$ cat src/rtl/change_dispenser_if.sv
// Signal bundle between the change computation logic and the coin dispenser.
// The dispenser takes the slave side; the change source (or bench) takes master.
interface change_dispenser_if #(
  parameter int AMT_W = 11
);
  logic             start;
  logic [AMT_W-1:0] amount;
  logic             abort;
  logic [5:0]       tubeEmpty;
  logic             coinAck;
  logic             coinReq;
  logic [5:0]       coinSel;
  logic             busy;
  logic             done;
  logic             shortfall;
  logic [AMT_W-1:0] remaining;
  logic [7:0]       coinCount;
  logic [5:0]       jammed;

  modport master (
    output start, amount, abort, tubeEmpty, coinAck,
    input  coinReq, coinSel, busy, done, shortfall, remaining, coinCount, jammed
  );

  modport slave (
    input  start, amount, abort, tubeEmpty, coinAck,
    output coinReq, coinSel, busy, done, shortfall, remaining, coinCount, jammed
  );
endinterface

$ cat src/rtl/change_dispenser.sv
// Pays out change one coin at a time, largest denomination first, skipping
// empty or jammed tubes. Reports remainder, coin count and jammed tubes.
//
// state  | meaning
// IDLE   | waiting for start
// SELECT | pick largest eligible coin, or finish
// REQ    | coinReq held until ack or timeout
// GAP    | mandatory idle between coin requests
// DONE   | one-cycle completion, publish results
module change_dispenser #(
  parameter int AMT_W       = 11,
  parameter int GAP_CYCLES  = 4,
  parameter int ACK_TIMEOUT = 1000
) (
  input logic               clk,
  input logic               rst_n,
  change_dispenser_if.slave bus
);

  localparam int TMAX  = (ACK_TIMEOUT > GAP_CYCLES) ? ACK_TIMEOUT : GAP_CYCLES;
  localparam int CNT_W = $clog2(TMAX + 1);
  localparam logic [CNT_W-1:0] ACK_LOAD = CNT_W'(ACK_TIMEOUT - 1);
  localparam logic [CNT_W-1:0] GAP_LOAD = CNT_W'(GAP_CYCLES - 1);

  typedef enum logic [2:0] {IDLE, SELECT, REQ, GAP, DONE} state_t;

  state_t           state, stateNext;
  logic [AMT_W-1:0] rem, remNext;
  logic [5:0]       selReg, selNext;
  logic [CNT_W-1:0] tmr, tmrNext;
  logic [7:0]       countReg, countNext;
  logic [5:0]       jamReg, jamNext;
  logic [AMT_W-1:0] remainingReg, remainingNext;
  logic             shortReg, shortNext;
  logic             abortLatch, abortNext;
  logic             abortNow;
  logic [5:0]       pickSel;
  logic [AMT_W-1:0] selValue;

  function automatic logic [AMT_W-1:0] coinValue(input int d);
    case (d)
      0:       return AMT_W'(5);
      1:       return AMT_W'(10);
      2:       return AMT_W'(25);
      3:       return AMT_W'(50);
      4:       return AMT_W'(100);
      default: return AMT_W'(500);
    endcase
  endfunction

  always_ff @(posedge clk) begin
    if (!rst_n) begin
      state        <= IDLE;
      rem          <= '0;
      selReg       <= '0;
      tmr          <= '0;
      countReg     <= '0;
      jamReg       <= '0;
      remainingReg <= '0;
      shortReg     <= 1'b0;
      abortLatch   <= 1'b0;
    end else begin
      state        <= stateNext;
      rem          <= remNext;
      selReg       <= selNext;
      tmr          <= tmrNext;
      countReg     <= countNext;
      jamReg       <= jamNext;
      remainingReg <= remainingNext;
      shortReg     <= shortNext;
      abortLatch   <= abortNext;
    end
  end

  always_comb begin
    stateNext     = state;
    remNext       = rem;
    selNext       = selReg;
    tmrNext       = tmr;
    countNext     = countReg;
    jamNext       = jamReg;
    remainingNext = remainingReg;
    shortNext     = shortReg;
    abortNext     = abortLatch;
    abortNow      = abortLatch | bus.abort;
    pickSel       = '0;
    selValue      = '0;

    // Ascending scan so the largest eligible denomination wins.
    for (int d = 0; d < 6; d++) begin
      if (coinValue(d) <= rem && !bus.tubeEmpty[d] && !jamReg[d])
        pickSel = 6'(1 << d);
      if (selReg[d])
        selValue = coinValue(d);
    end

    if (state != IDLE)
      abortNext = abortNow;

    case (state)
      IDLE: begin
        if (bus.start) begin
          remNext       = bus.amount;
          countNext     = '0;
          jamNext       = '0;
          remainingNext = '0;
          shortNext     = 1'b0;
          abortNext     = 1'b0;
          stateNext     = SELECT;
        end
      end
      SELECT: begin
        if (abortNow || pickSel == 6'd0) begin
          stateNext = DONE;
        end else begin
          selNext   = pickSel;
          tmrNext   = ACK_LOAD;
          stateNext = REQ;
        end
      end
      REQ: begin
        if (bus.coinAck) begin
          remNext   = rem - selValue;
          countNext = (countReg == 8'hFF) ? countReg : countReg + 8'd1;
          tmrNext   = GAP_LOAD;
          stateNext = GAP;
        end else if (tmr == '0) begin
          jamNext   = jamReg | selReg;
          tmrNext   = GAP_LOAD;
          stateNext = GAP;
        end else begin
          tmrNext = tmr - 1'b1;
        end
      end
      GAP: begin
        if (tmr == '0)
          stateNext = abortNow ? DONE : SELECT;
        else
          tmrNext = tmr - 1'b1;
      end
      DONE: begin
        remainingNext = rem;
        shortNext     = (rem != '0);
        stateNext     = IDLE;
      end
      default: stateNext = IDLE;
    endcase
  end

  assign bus.coinReq   = (state == REQ);
  assign bus.coinSel   = (state == REQ) ? selReg : 6'd0;
  assign bus.busy      = (state != IDLE);
  assign bus.done      = (state == DONE);
  assign bus.shortfall = shortReg;
  assign bus.remaining = remainingReg;
  assign bus.coinCount = countReg;
  assign bus.jammed    = jamReg;

endmodule

$ cat src/flat_wrapper.sv
// flat-port wrapper written by rule: the top's interface ports become plain ports
module change_dispenser_flat 
#(
  parameter int AMT_W       = 11,
  parameter int GAP_CYCLES  = 4,
  parameter int ACK_TIMEOUT = 1000
)
  (clk, rst_n, bus_start, bus_amount, bus_abort, bus_tubeEmpty, bus_coinAck, bus_coinReq, bus_coinSel, bus_busy, bus_done, bus_shortfall, bus_remaining, bus_coinCount, bus_jammed);
  change_dispenser_if #(.AMT_W(AMT_W)) bus_i ();
  input logic clk;
  input logic rst_n;
  input wire logic [$bits(bus_i.start)-1:0] bus_start;
  input wire logic [$bits(bus_i.amount)-1:0] bus_amount;
  input wire logic [$bits(bus_i.abort)-1:0] bus_abort;
  input wire logic [$bits(bus_i.tubeEmpty)-1:0] bus_tubeEmpty;
  input wire logic [$bits(bus_i.coinAck)-1:0] bus_coinAck;
  output wire logic [$bits(bus_i.coinReq)-1:0] bus_coinReq;
  output wire logic [$bits(bus_i.coinSel)-1:0] bus_coinSel;
  output wire logic [$bits(bus_i.busy)-1:0] bus_busy;
  output wire logic [$bits(bus_i.done)-1:0] bus_done;
  output wire logic [$bits(bus_i.shortfall)-1:0] bus_shortfall;
  output wire logic [$bits(bus_i.remaining)-1:0] bus_remaining;
  output wire logic [$bits(bus_i.coinCount)-1:0] bus_coinCount;
  output wire logic [$bits(bus_i.jammed)-1:0] bus_jammed;
  assign bus_i.start = bus_start;
  assign bus_i.amount = bus_amount;
  assign bus_i.abort = bus_abort;
  assign bus_i.tubeEmpty = bus_tubeEmpty;
  assign bus_i.coinAck = bus_coinAck;
  assign bus_coinReq = bus_i.coinReq;
  assign bus_coinSel = bus_i.coinSel;
  assign bus_busy = bus_i.busy;
  assign bus_done = bus_i.done;
  assign bus_shortfall = bus_i.shortfall;
  assign bus_remaining = bus_i.remaining;
  assign bus_coinCount = bus_i.coinCount;
  assign bus_jammed = bus_i.jammed;
  change_dispenser #(.AMT_W(AMT_W), .GAP_CYCLES(GAP_CYCLES), .ACK_TIMEOUT(ACK_TIMEOUT)) u_core (.clk(clk), .rst_n(rst_n), .bus(bus_i));
endmodule
$ cat config.mk
export PLATFORM = sky130hd
export DESIGN_NAME = change_dispenser_flat
export DESIGN_NICKNAME = d
export VERILOG_FILES = /design/src/rtl/change_dispenser_if.sv /design/src/rtl/change_dispenser.sv /design/src/flat_wrapper.sv
export SDC_FILE = /design/constraint.sdc
export NUM_CORES = 1
export LEC_CHECK = 0
export ABC_AREA = 0
export CORE_ASPECT_RATIO = 1.4
export CORE_MARGIN = 2
export CORE_UTILIZATION = 35
export CTS_CLUSTER_DIAMETER = 120
export DETAILED_ROUTE_END_ITERATION = 8
export PLACE_DENSITY = 0.54
export SYNTH_ARGS = -nofsm -noshare
export SYNTH_HDL_FRONTEND = slang
export SYNTH_SLANG_ARGS = --single-unit
$ cat constraint.sdc
create_clock -name clk -period 3.2 [get_ports clk]
set_clock_uncertainty 0.05 [all_clocks]
set_input_delay 0.64 -clock clk [delete_from_list [all_inputs] [get_ports clk]]
set_output_delay 0.64 -clock clk [all_outputs]
set_load 0.1 [all_outputs]
==> summary.md <==
| Metric | Value |
|---|---|
| Outcome | complete, no violations |
| Final Setup Violations | 0 |
| Post-Synthesis Cells | 421 |
| Top cells by count, synth | dfxtp_1, nor2_1, a21oi_1 |
| WP data arrival | 2.91 ns |
| Setup TNS | 0 ns |
| Static leakage | 0.001629 µW |
| Main area contributors after synthesis | dfxtp_1, a21oi_1, nor2_1 |
| Clock Sinks | 57 |
| DRC | 0 |
| Async SR Flop Fraction | 0% |
| Synthesized area per cell | 7.754 µm² |
| GPL Wtd Cong | 0.8364 |
| Post-synth top area cell | dfxtp_1 |
| Core area | 0.009029 mm² |
| Hold Path Class | reg2reg |
| Max Slew Vio Count | 0 |
| CTS tree | done |
| Post-CTS Setup Bufs | 0 |
| Drt first pass iters | 4 |
| Fin. Hold Viols | 0 |
| Initial detailed-routing violation count | 130 |
| Syn Nets | 455 |
| Fin worst setup slack | 0.4554 ns |
| Post-CTS Hold Buffers | 0 |
| Row cnt | 41 |
| Vias in the first global route | 3281 |
| Drt wl/cell | 16.66 µm |
| Crit path capture | u_core.rem[8] |
| Post-CTS resize count | 0 |
| Crit Reg-Reg Endpoint | u_core.rem[8] |
| RR Startpoint | u_core.selReg[3] |
| Crit-path max FO | 7 |
| Worst EP required | 3.36 ns |
| Yosys top cell area share | 34.96% |
| CP endpoint kind | flop |
| Largest net degree at the start of global routing | 28 |
| Worst Setup Path Type | reg2reg |
| Seq/Total Area, Yosys | 34.96% |
| FMAX | 364.4 MHz |
| CTS buffer count | 9 |
| Initial antenna violation count | 0 |
| First-pass GRT wire length | 15910 µm |
| Vias post-DR | 3319 |
| Yosys warnings | 0 |
| Fin util | 47.52% |
| Root Buffer Master | clkbuf_16 |
| H-tree levels | 3 |
| Clock-pin slew on the worst setup and hold paths | 0.05 ns |
| Tcrit/Tclk final | 85.77% |
| Die W | 85.62 µm |
| Via density | 5.635 |
| Top Ports | 57 |
| Layout Nets | 511 |
| Min Tclk post-route | 2.745 ns |
| Worst R2R Setup Slack | 0.46 ns |
| Register bit count reported by yosys | 57 |
| Detail Placement HPWL | 7302 µm |
| Die area | 0.01013 mm² |
| Initial core utilization | 36.16% |
| Drt total wl | 9813 µm |
| Ys flop type | dfxtp_1 |
| DRT antenna net count | 0 |
| Max-Cap Viols | 0 |
| CP Launch Point | u_core.selReg[3] |
| Longest Clk Path Bufs | 2 |
| Fill count | 918 |
| Pre-CTS WS | 0.4778 ns |
| Fraction of layout cells with a size suffix above 1 | 16.18% |
| Post-synth EDFFs | 0 |
| Netlist cell types | 61 |
| Slew @ Worst Pin | 0.5383 ns |
| Global Route Usage Sum | 19.93% |
| Maximum vdd ir drop | 0.0004277 V |
| Reg2reg path depth | 10 |
| Gr ovfl total | 0 |
| RSZ-0062 raised after global routing | no |
| Most common cell in the netlist | dfxtp_1 |
| Startpoint Class | flop |
| Die Ht | 118.3 µm |
| Clock latency on the worst-skew pair | 0.33 ns |
| Max_slew headroom | 64.03% |
| Pwr dens | 704.3 mW/mm² |
| IO Port Bufs | 56 |
| Area Overhead vs Synth | 31.43% |
| Antenna cells | 0 |
| Synth Cell Area | 0.003264 mm² |
[per-stage QoR]
stage | instance area, µm² | instances | hold slack, ns | power (µW)
after global placement | 3950 | 573 | 0.4126 | 1942
after CTS | 4290 | 589 | 0.4193 | 3046
after global routing | 4290 | 589 | 0.4521 | 3198
after floorplan | 3266 | 421 | 0.4032 | 1662
after detailed placement | 3950 | 573 | 0.4119 | 1948
final | 4290 | 589 | 0.4180 | 3022
[sequential cells by signal, summed over array words and instances, names as in the netlist]
signal,count
u_core.tmr,10
u_core.bus.remaining,11
u_core.bus.jammed,6
u_core.selReg,6
u_core.bus.coinCount,8
u_core.abortLatch,1
u_core.state,3
u_core.bus.shortfall,1
u_core.rem,11
[power breakdown]
group          total (µW)  leakage, µW  internal (µW)  switching (µW)
clock network        1080     0.000169            744             340
logic                1020     0.000997            394             626
registers             917     0.000464            783             134
[final cells by class]
class,instances,area [µm²],share of cell area (%)
timing repair buffer,66,635.6,14.81
sequential,57,1141,26.60
multi-input combinational,323,1964,45.79
tap,107,133.9,3.120
clock inverter,4,73.82,1.721
clock buffer,12,266.5,6.212
inverter,20,75.07,1.750
[metal layers]
layer / vias up / part of all wire [%] / track usage (%)
met5: - / 0 / 0
met1: 1572 / 41 / 22.64
li1: 1664 / - / -
met2: 67 / 53 / 34.81
met4: 0 / 2.4 / 9.127
met3: 16 / 4.0 / 4.469
[cell families after synthesis]
group	share of synthesized area, %
AO/OA/AOI/OAI	26.45
adder cells (fa/ha/maj)	4.829
flip-flops	34.96
XOR/XNOR	1.610
multiplexers	0.6133
buffers and inverters	4.868
AND/OR/NAND/NOR	26.68
[how the worst min path moves through the flow]
| stage | from | to | slack [ns] | depth (start not counted) |
|---|---|---|---|---|
| detailed placement | u_core.bus.remaining[1] | u_core.bus.remaining[1] | 0.41 | 2 |
| global placement | u_core.bus.remaining[5] | u_core.bus.remaining[5] | 0.41 | 2 |
| CTS | u_core.bus.remaining[1] | u_core.bus.remaining[1] | 0.42 | 2 |
| floorplan | u_core.tmr[3] | u_core.tmr[3] | 0.40 | 1 |
| finish | u_core.bus.remaining[1] | u_core.bus.remaining[1] | 0.42 | 2 |
| global route | u_core.bus.remaining[4] | u_core.bus.remaining[4] | 0.45 | 2 |
[worst max-delay path: stages (launching register included)]
cell and delay [ns]:
dfxtp_1 0.37, nor3_1 0.32, a21boi_0 0.27, ha_1 0.23
fa_1 0.19, nor2b_1 0.07, o31a_1 0.25, o21ai_0 0.36
a2111oi_0 0.18, a221oi_1 0.24, a21oi_1 0.11
[placed cells by master, fill, tap and decap left out, types with 5 or more instances in the layout]
cell type        count
clkbuf_16            9
a31oi_1              8
xnor2_1              5
inv_1               19
nand2_1             39
nor2_1              45
nor3_1              18
ha_1                11
nand3_1             21
buf_4               38
and2_1               5
or3_1                6
dfxtp_1             57
a211oi_1             7
a21oi_1             41
o31ai_1             12
clkdlybuf4s50_1     21
buf_12               7
nor2b_1              6
o21ai_0             25
nand2b_1             5
Power figures use the tool's default switching activity.
